### config.mk
export PLATFORM = sky130hd
export DESIGN_NAME = alu_pipe
export DESIGN_NICKNAME = d
export VERILOG_FILES = /design/src/rtl/alu_pipe.sv
export SDC_FILE = /design/constraint.sdc
export NUM_CORES = 1
export LEC_CHECK = 0
export CAP_MARGIN = 0
export CORE_UTILIZATION = 50
export CTS_CLUSTER_DIAMETER = 40
export DETAILED_ROUTE_END_ITERATION = 8
export HOLD_SLACK_MARGIN = 0.12
export PLACE_DENSITY = 0.7
export SYNTH_ARGS = -nofsm -noshare
export SYNTH_HDL_FRONTEND = slang
export SYNTH_SLANG_ARGS = --single-unit
### constraint.sdc
create_clock -name clk -period 11.8 [get_ports clk]
set_input_delay 2.36 -clock clk [delete_from_list [all_inputs] [get_ports clk]]
set_output_delay 2.36 -clock clk [all_outputs]
set_load 0.02 [all_outputs]
### src/rtl/alu_pipe.sv
// alu_pipe: handshaked execute ALU with 1-cycle single ops and an iterative
// shift-add multiplier (MUL low half / MULHU high half) taking WIDTH cycles.
module alu_pipe #(
    parameter int WIDTH = 32,
    localparam int SHW = $clog2(WIDTH)
) (
    input  logic             clk,
    input  logic             rst_n,
    input  logic             in_valid,
    output logic             in_ready,
    input  logic [WIDTH-1:0] lhs,
    input  logic [WIDTH-1:0] rhs,
    input  logic [3:0]       op,
    output logic             out_valid,
    input  logic             out_ready,
    output logic [WIDTH-1:0] res,
    output logic [3:0]       flags,
    output logic             busy
);

    localparam logic [3:0] OP_ADD   = 4'd0;
    localparam logic [3:0] OP_SLL   = 4'd1;
    localparam logic [3:0] OP_SLT   = 4'd2;
    localparam logic [3:0] OP_SLTU  = 4'd3;
    localparam logic [3:0] OP_XOR   = 4'd4;
    localparam logic [3:0] OP_SRL   = 4'd5;
    localparam logic [3:0] OP_OR    = 4'd6;
    localparam logic [3:0] OP_AND   = 4'd7;
    localparam logic [3:0] OP_SUB   = 4'd8;
    localparam logic [3:0] OP_SRA   = 4'd9;
    localparam logic [3:0] OP_MUL   = 4'd10;
    localparam logic [3:0] OP_MULHU = 4'd11;

    typedef enum logic [0:0] {
        ST_IDLE = 1'b0,
        ST_MUL  = 1'b1
    } state_t;

    // Flag vector {zero, negative, carry, overflow} derived from the final result.
    function automatic logic [3:0] calc_flags(input logic [WIDTH-1:0] r,
                                              input logic c,
                                              input logic v);
        return {(r == {WIDTH{1'b0}}), r[WIDTH-1], c, v};
    endfunction

    state_t                 r_state;
    state_t                 w_state_next;
    logic                   r_out_valid;
    logic [WIDTH-1:0]       r_res;
    logic [3:0]             r_flags;
    logic [WIDTH-1:0]       r_mcand;
    logic [WIDTH-1:0]       r_mplier;
    logic [2*WIDTH-1:0]     r_acc;
    logic [SHW-1:0]         r_count;
    logic                   r_is_hi;

    logic                   w_accept;
    logic                   w_is_mul;
    logic                   w_load;
    logic [WIDTH-1:0]       w_res_d;
    logic [3:0]             w_flags_d;
    logic [WIDTH-1:0]       w_alu_res;
    logic                   w_alu_carry;
    logic                   w_alu_ovf;
    logic [WIDTH:0]         w_sum;
    logic [2*WIDTH-1:0]     w_addend;
    logic [2*WIDTH-1:0]     w_acc_next;
    logic                   w_last;
    logic [WIDTH-1:0]       w_mul_res;
    logic                   w_mul_carry;

    // New work is taken only when idle and the output slot is free or draining.
    assign in_ready  = (r_state == ST_IDLE) && (!r_out_valid || out_ready);
    assign w_accept  = in_valid && in_ready;
    assign w_is_mul  = (op == OP_MUL) || (op == OP_MULHU);
    assign out_valid = r_out_valid;
    assign res       = r_res;
    assign flags     = r_flags;
    assign busy      = (r_state == ST_MUL);

    // Single-cycle ALU result plus carry/overflow for the flag vector.
    always_comb begin
        w_alu_res   = {WIDTH{1'b0}};
        w_alu_carry = 1'b0;
        w_alu_ovf   = 1'b0;
        w_sum       = {(WIDTH+1){1'b0}};
        case (op)
            OP_ADD: begin
                w_sum       = {1'b0, lhs} + {1'b0, rhs};
                w_alu_res   = w_sum[WIDTH-1:0];
                w_alu_carry = w_sum[WIDTH];
                w_alu_ovf   = (lhs[WIDTH-1] == rhs[WIDTH-1]) &&
                              (w_alu_res[WIDTH-1] != lhs[WIDTH-1]);
            end
            OP_SUB: begin
                w_alu_res   = lhs - rhs;
                w_alu_carry = (lhs < rhs);
                w_alu_ovf   = (lhs[WIDTH-1] != rhs[WIDTH-1]) &&
                              (w_alu_res[WIDTH-1] != lhs[WIDTH-1]);
            end
            OP_SLL:  w_alu_res = lhs << rhs[SHW-1:0];
            OP_SRL:  w_alu_res = lhs >> rhs[SHW-1:0];
            OP_SRA:  w_alu_res = WIDTH'($signed(lhs) >>> rhs[SHW-1:0]);
            OP_SLT:  w_alu_res = {{(WIDTH-1){1'b0}}, ($signed(lhs) < $signed(rhs))};
            OP_SLTU: w_alu_res = {{(WIDTH-1){1'b0}}, (lhs < rhs)};
            OP_XOR:  w_alu_res = lhs ^ rhs;
            OP_OR:   w_alu_res = lhs | rhs;
            OP_AND:  w_alu_res = lhs & rhs;
            default: w_alu_res = {WIDTH{1'b0}};
        endcase
    end

    // One shift-add step: add multiplicand<<count when multiplier bit[count] is set.
    always_comb begin
        w_addend = {(2*WIDTH){1'b0}};
        if (r_mplier[r_count]) begin
            w_addend = {{WIDTH{1'b0}}, r_mcand} << r_count;
        end else begin
            w_addend = {(2*WIDTH){1'b0}};
        end
        w_acc_next  = r_acc + w_addend;
        w_last      = (r_count == SHW'(WIDTH-1));
        w_mul_res   = r_is_hi ? w_acc_next[2*WIDTH-1:WIDTH] : w_acc_next[WIDTH-1:0];
        w_mul_carry = !r_is_hi && (w_acc_next[2*WIDTH-1:WIDTH] != {WIDTH{1'b0}});
    end

    // FSM next state and result-register load selection.
    always_comb begin
        w_state_next = r_state;
        w_load       = 1'b0;
        w_res_d      = r_res;
        w_flags_d    = r_flags;
        case (r_state)
            ST_IDLE: begin
                if (w_accept && w_is_mul) begin
                    w_state_next = ST_MUL;
                end else if (w_accept) begin
                    w_load    = 1'b1;
                    w_res_d   = w_alu_res;
                    w_flags_d = calc_flags(w_alu_res, w_alu_carry, w_alu_ovf);
                end else begin
                    w_state_next = ST_IDLE;
                end
            end
            ST_MUL: begin
                if (w_last) begin
                    w_state_next = ST_IDLE;
                    w_load       = 1'b1;
                    w_res_d      = w_mul_res;
                    w_flags_d    = calc_flags(w_mul_res, w_mul_carry, 1'b0);
                end else begin
                    w_state_next = ST_MUL;
                end
            end
            default: w_state_next = ST_IDLE;
        endcase
    end

    // FSM state register.
    always_ff @(posedge clk or negedge rst_n) begin
        if (!rst_n) begin
            r_state <= ST_IDLE;
        end else begin
            r_state <= w_state_next;
        end
    end

    // Output slot: a new result wins; otherwise a completed transfer empties it.
    always_ff @(posedge clk or negedge rst_n) begin
        if (!rst_n) begin
            r_out_valid <= 1'b0;
            r_res       <= {WIDTH{1'b0}};
            r_flags     <= 4'd0;
        end else if (w_load) begin
            r_out_valid <= 1'b1;
            r_res       <= w_res_d;
            r_flags     <= w_flags_d;
        end else if (out_ready) begin
            r_out_valid <= 1'b0;
        end else begin
            r_out_valid <= r_out_valid;
        end
    end

    // Multiplier operand latch on accept, accumulate/count while iterating.
    always_ff @(posedge clk or negedge rst_n) begin
        if (!rst_n) begin
            r_mcand  <= {WIDTH{1'b0}};
            r_mplier <= {WIDTH{1'b0}};
            r_acc    <= {(2*WIDTH){1'b0}};
            r_count  <= {SHW{1'b0}};
            r_is_hi  <= 1'b0;
        end else if (w_accept && w_is_mul) begin
            r_mcand  <= lhs;
            r_mplier <= rhs;
            r_acc    <= {(2*WIDTH){1'b0}};
            r_count  <= {SHW{1'b0}};
            r_is_hi  <= (op == OP_MULHU);
        end else if (r_state == ST_MUL) begin
            r_acc    <= w_acc_next;
            r_count  <= r_count + SHW'(1);
        end else begin
            r_acc    <= r_acc;
            r_count  <= r_count;
        end
    end

endmodule
==> metrics.txt <==
Worst Clk Skew 0.01483 ns; routability-driven placement congestion ratio 1.105; launching point of the worst reg2reg path r_count[0]; LEAKAGE 10.67 nW; DR WL/cell 30.69 µm; Pwr Total 6.168 mW; TritonCTS clock tree done; EDFF count, synth 0; Core Footprint 0.04646 mm²; CP max FO 52; FMAX 129.0 MHz; CP required 12.19 ns; Min Hold Slack 0.4860 ns; share of cells above drive strength 1 0.09724; Min-Delay Path Class reg -> reg; top_reg_cell synth dfrtp_1; worst slew pin tran 1.306 ns; slew margin rel. 0.1274; Sum Neg Setup Slack 0 ns; vias in the first global route 24,270; Setup crit start r_count[0]; commonest non-fill, non-tap cell in the layout nand2_1; ys async rst share 1.000; grt ovf 0; worst vdd ir 0.3568 mV; routed wire length 112,100 µm; Post-Syn Nets 3,329; synthesis-to-finish area growth 8.395%; #FFs+latches synth 171; CP Class reg -> reg; FILL cells 4,414; crit path DAT 8.14 ns; Total Nets Final 3,268; htree depth 4; CP endpoint kind register; drt pass-1 iters 7; drt drc 0; Worst R2R Setup Slack 4.05 ns; hold_buf cts 0; post-CTS setup buffers 0; DIE WIDTH 218.6 µm; Reg clk slew, reported paths 0.08 ns; r2r endpoint flags[3]; clk buf depth 2; cts bufs inserted 17; commonest non-fill, non-tap cells in the layout nand2_1, nor2_1, o21ai_0, a21oi_1, dfrtp_1; first-pass GRT wire length 164,600 µm; Top Ports 111; Port Buf Inserts 110; CTS Sinks 171; final setup vio count 0; Routed Antenna Nets 0; post-synth design cell area 0.02346 mm²; DR iter-0 viols 4,646; initial antenna violation count 13; largest net degree at the start of global routing 100; RSZ-0062 raised after global routing false; Clk Latency, worst-skew pair 0.51 ns; Die Ht 218.6 µm; vias per inst 7.302; # Max-Cap Violations 0; Post-DP HPWL 85,690 µm; Hold Vio Cnt, Final 0; status completed; die area 0.04779 mm²; Post-Syn Instances 3,092; cts repair resizes 0; CTS Root Cell clkbuf_16; All-Layer GR Usage 0.4658; Mapped Avg Cell Area 7.587 µm²; final number of max-transition violations 0; total number of vias 26,670; post-synthesis sequential area ratio 0.1824; Yosys warnings 0; synth unique cells 90; Layout Cell Area excl Fill 0.02543 mm²; Worst Reg2Reg Path Length in Cells 21; Starting Density 0.5050; period utilization 0.6572; CP Capture Point flags[3]; Cell Rows 79; Power Density 242.5 mW/mm²; CP Launch Type register; Placed Instance Area 0.02485 mm²; Final min period 7.755 ns
==> layer usage <==
layer | part of all wire | track usage | vias up
met3 | 0.15 | 0.1651 | 332
li1 | - | - | 11310
met5 | 0.0019 | 0.01458 | -
met4 | 0.040 | 0.1648 | 24
met1 | 0.41 | 0.6596 | 12860
met2 | 0.40 | 0.6417 | 2142
==> final cells by class <==
cell class / count / area [µm²] / area share
clock buffers: 18 / 429.2 / 0.01688
clock inverters: 14 / 148.9 / 0.005855
flip-flops and latches: 171 / 4287 / 0.1686
inverters: 131 / 491.7 / 0.01934
well taps: 607 / 759.5 / 0.02987
diodes: 1 / 2.502 / 0.00009841
multi-input cells: 2535 / 17740 / 0.6975
repair buffers: 175 / 1575 / 0.06195
==> cell families after synthesis <==
family                     synth area share
DFF                                  0.1824
muxes                                0.1512
buffers and inverters               0.06325
adders and majority gates           0.08896
AOI/OAI and AO/OA                    0.2837
and+or+nand+nor                      0.2040
xor gates and xnor gates            0.02651
==> worst min path at each step <==
stage | startpoint | slack, ns | cells past startpoint | endpoint
floorplan | r_mplier[10] | 0.44 | 2 | r_mplier[10]
global placement | r_mplier[22] | 0.46 | 2 | r_mplier[22]
detailed placement | r_mplier[18] | 0.47 | 2 | r_mplier[18]
CTS | r_mplier[18] | 0.48 | 2 | r_mplier[18]
global route | r_mplier[18] | 0.51 | 2 | r_mplier[18]
finish | r_mplier[18] | 0.49 | 2 | r_mplier[18]
==> power breakdown <==
part	internal, mW	switching [mW]
clock	0.299	0.304
combinational	1.49	2.94
sequential	0.853	0.279
total	2.64	3.52
==> registers in the layout (all words and copies together), names as in the netlist <==
name / cells
busy: 1
r_is_hi: 1
out_valid: 1
r_count: 5
res: 31
r_acc: 64
r_mcand: 32
r_mplier: 32
flags: 4
==> critical path, stage by stage, from the launching register on <==
cell and delay (ns):
dfrtp_2 0.34, buf_4 0.59, mux4_2 0.60, mux4_2 0.50, nand2_1 0.27, inv_1 0.14, a21oi_2 0.12, buf_4 0.33
nor2_1 0.15, ha_1 0.48, nand4_1 0.25, or2_2 0.36, a211oi_1 0.53, o211ai_1 0.35, o21ai_0 0.29, xor2_1 0.16
mux2_2 0.31, a2111oi_0 0.90, nand4bb_1 0.16, and4b_1 0.30, o2111ai_1 0.13, o41ai_1 0.30
==> Yosys cell counts (all sizes together) (17+ instances only) <==
master | number | share of area
clkbuf | 205 | 0.033
buf | 50 | 0.0095
nor3 | 55 | 0.012
dfrtp | 171 | 0.18
nand4 | 38 | 0.010
a211oi | 43 | 0.014
a221oi | 24 | 0.0090
nor2 | 305 | 0.049
nand2 | 422 | 0.068
mux2 | 39 | 0.019
and3 | 17 | 0.0045
a21oi | 226 | 0.049
a22oi | 38 | 0.012
o211ai | 39 | 0.012
xor2 | 28 | 0.010
o21a | 27 | 0.0086
nor2b | 43 | 0.011
o31ai | 23 | 0.0079
mux4 | 98 | 0.094
a31oi | 28 | 0.0075
and2 | 17 | 0.0045
a21o | 47 | 0.015
a221o | 21 | 0.0090
inv | 124 | 0.020
nand3 | 46 | 0.0098
o21ai | 299 | 0.064
ha | 162 | 0.086
xnor2 | 43 | 0.016
nand2b | 20 | 0.0053
mux2i | 90 | 0.038
nor4 | 17 | 0.0045
==> stage by stage <==
step	worst slack (ns)	std cells	util
floorplan	5.219	3092	-
global placement	4.248	3619	0.5349
detailed placement	4.298	3619	0.5349
CTS	4.284	3651	0.5473
global route	3.838	3651	0.5473
finish	4.045	3652	0.5474
Power figures use the tool's default switching activity.
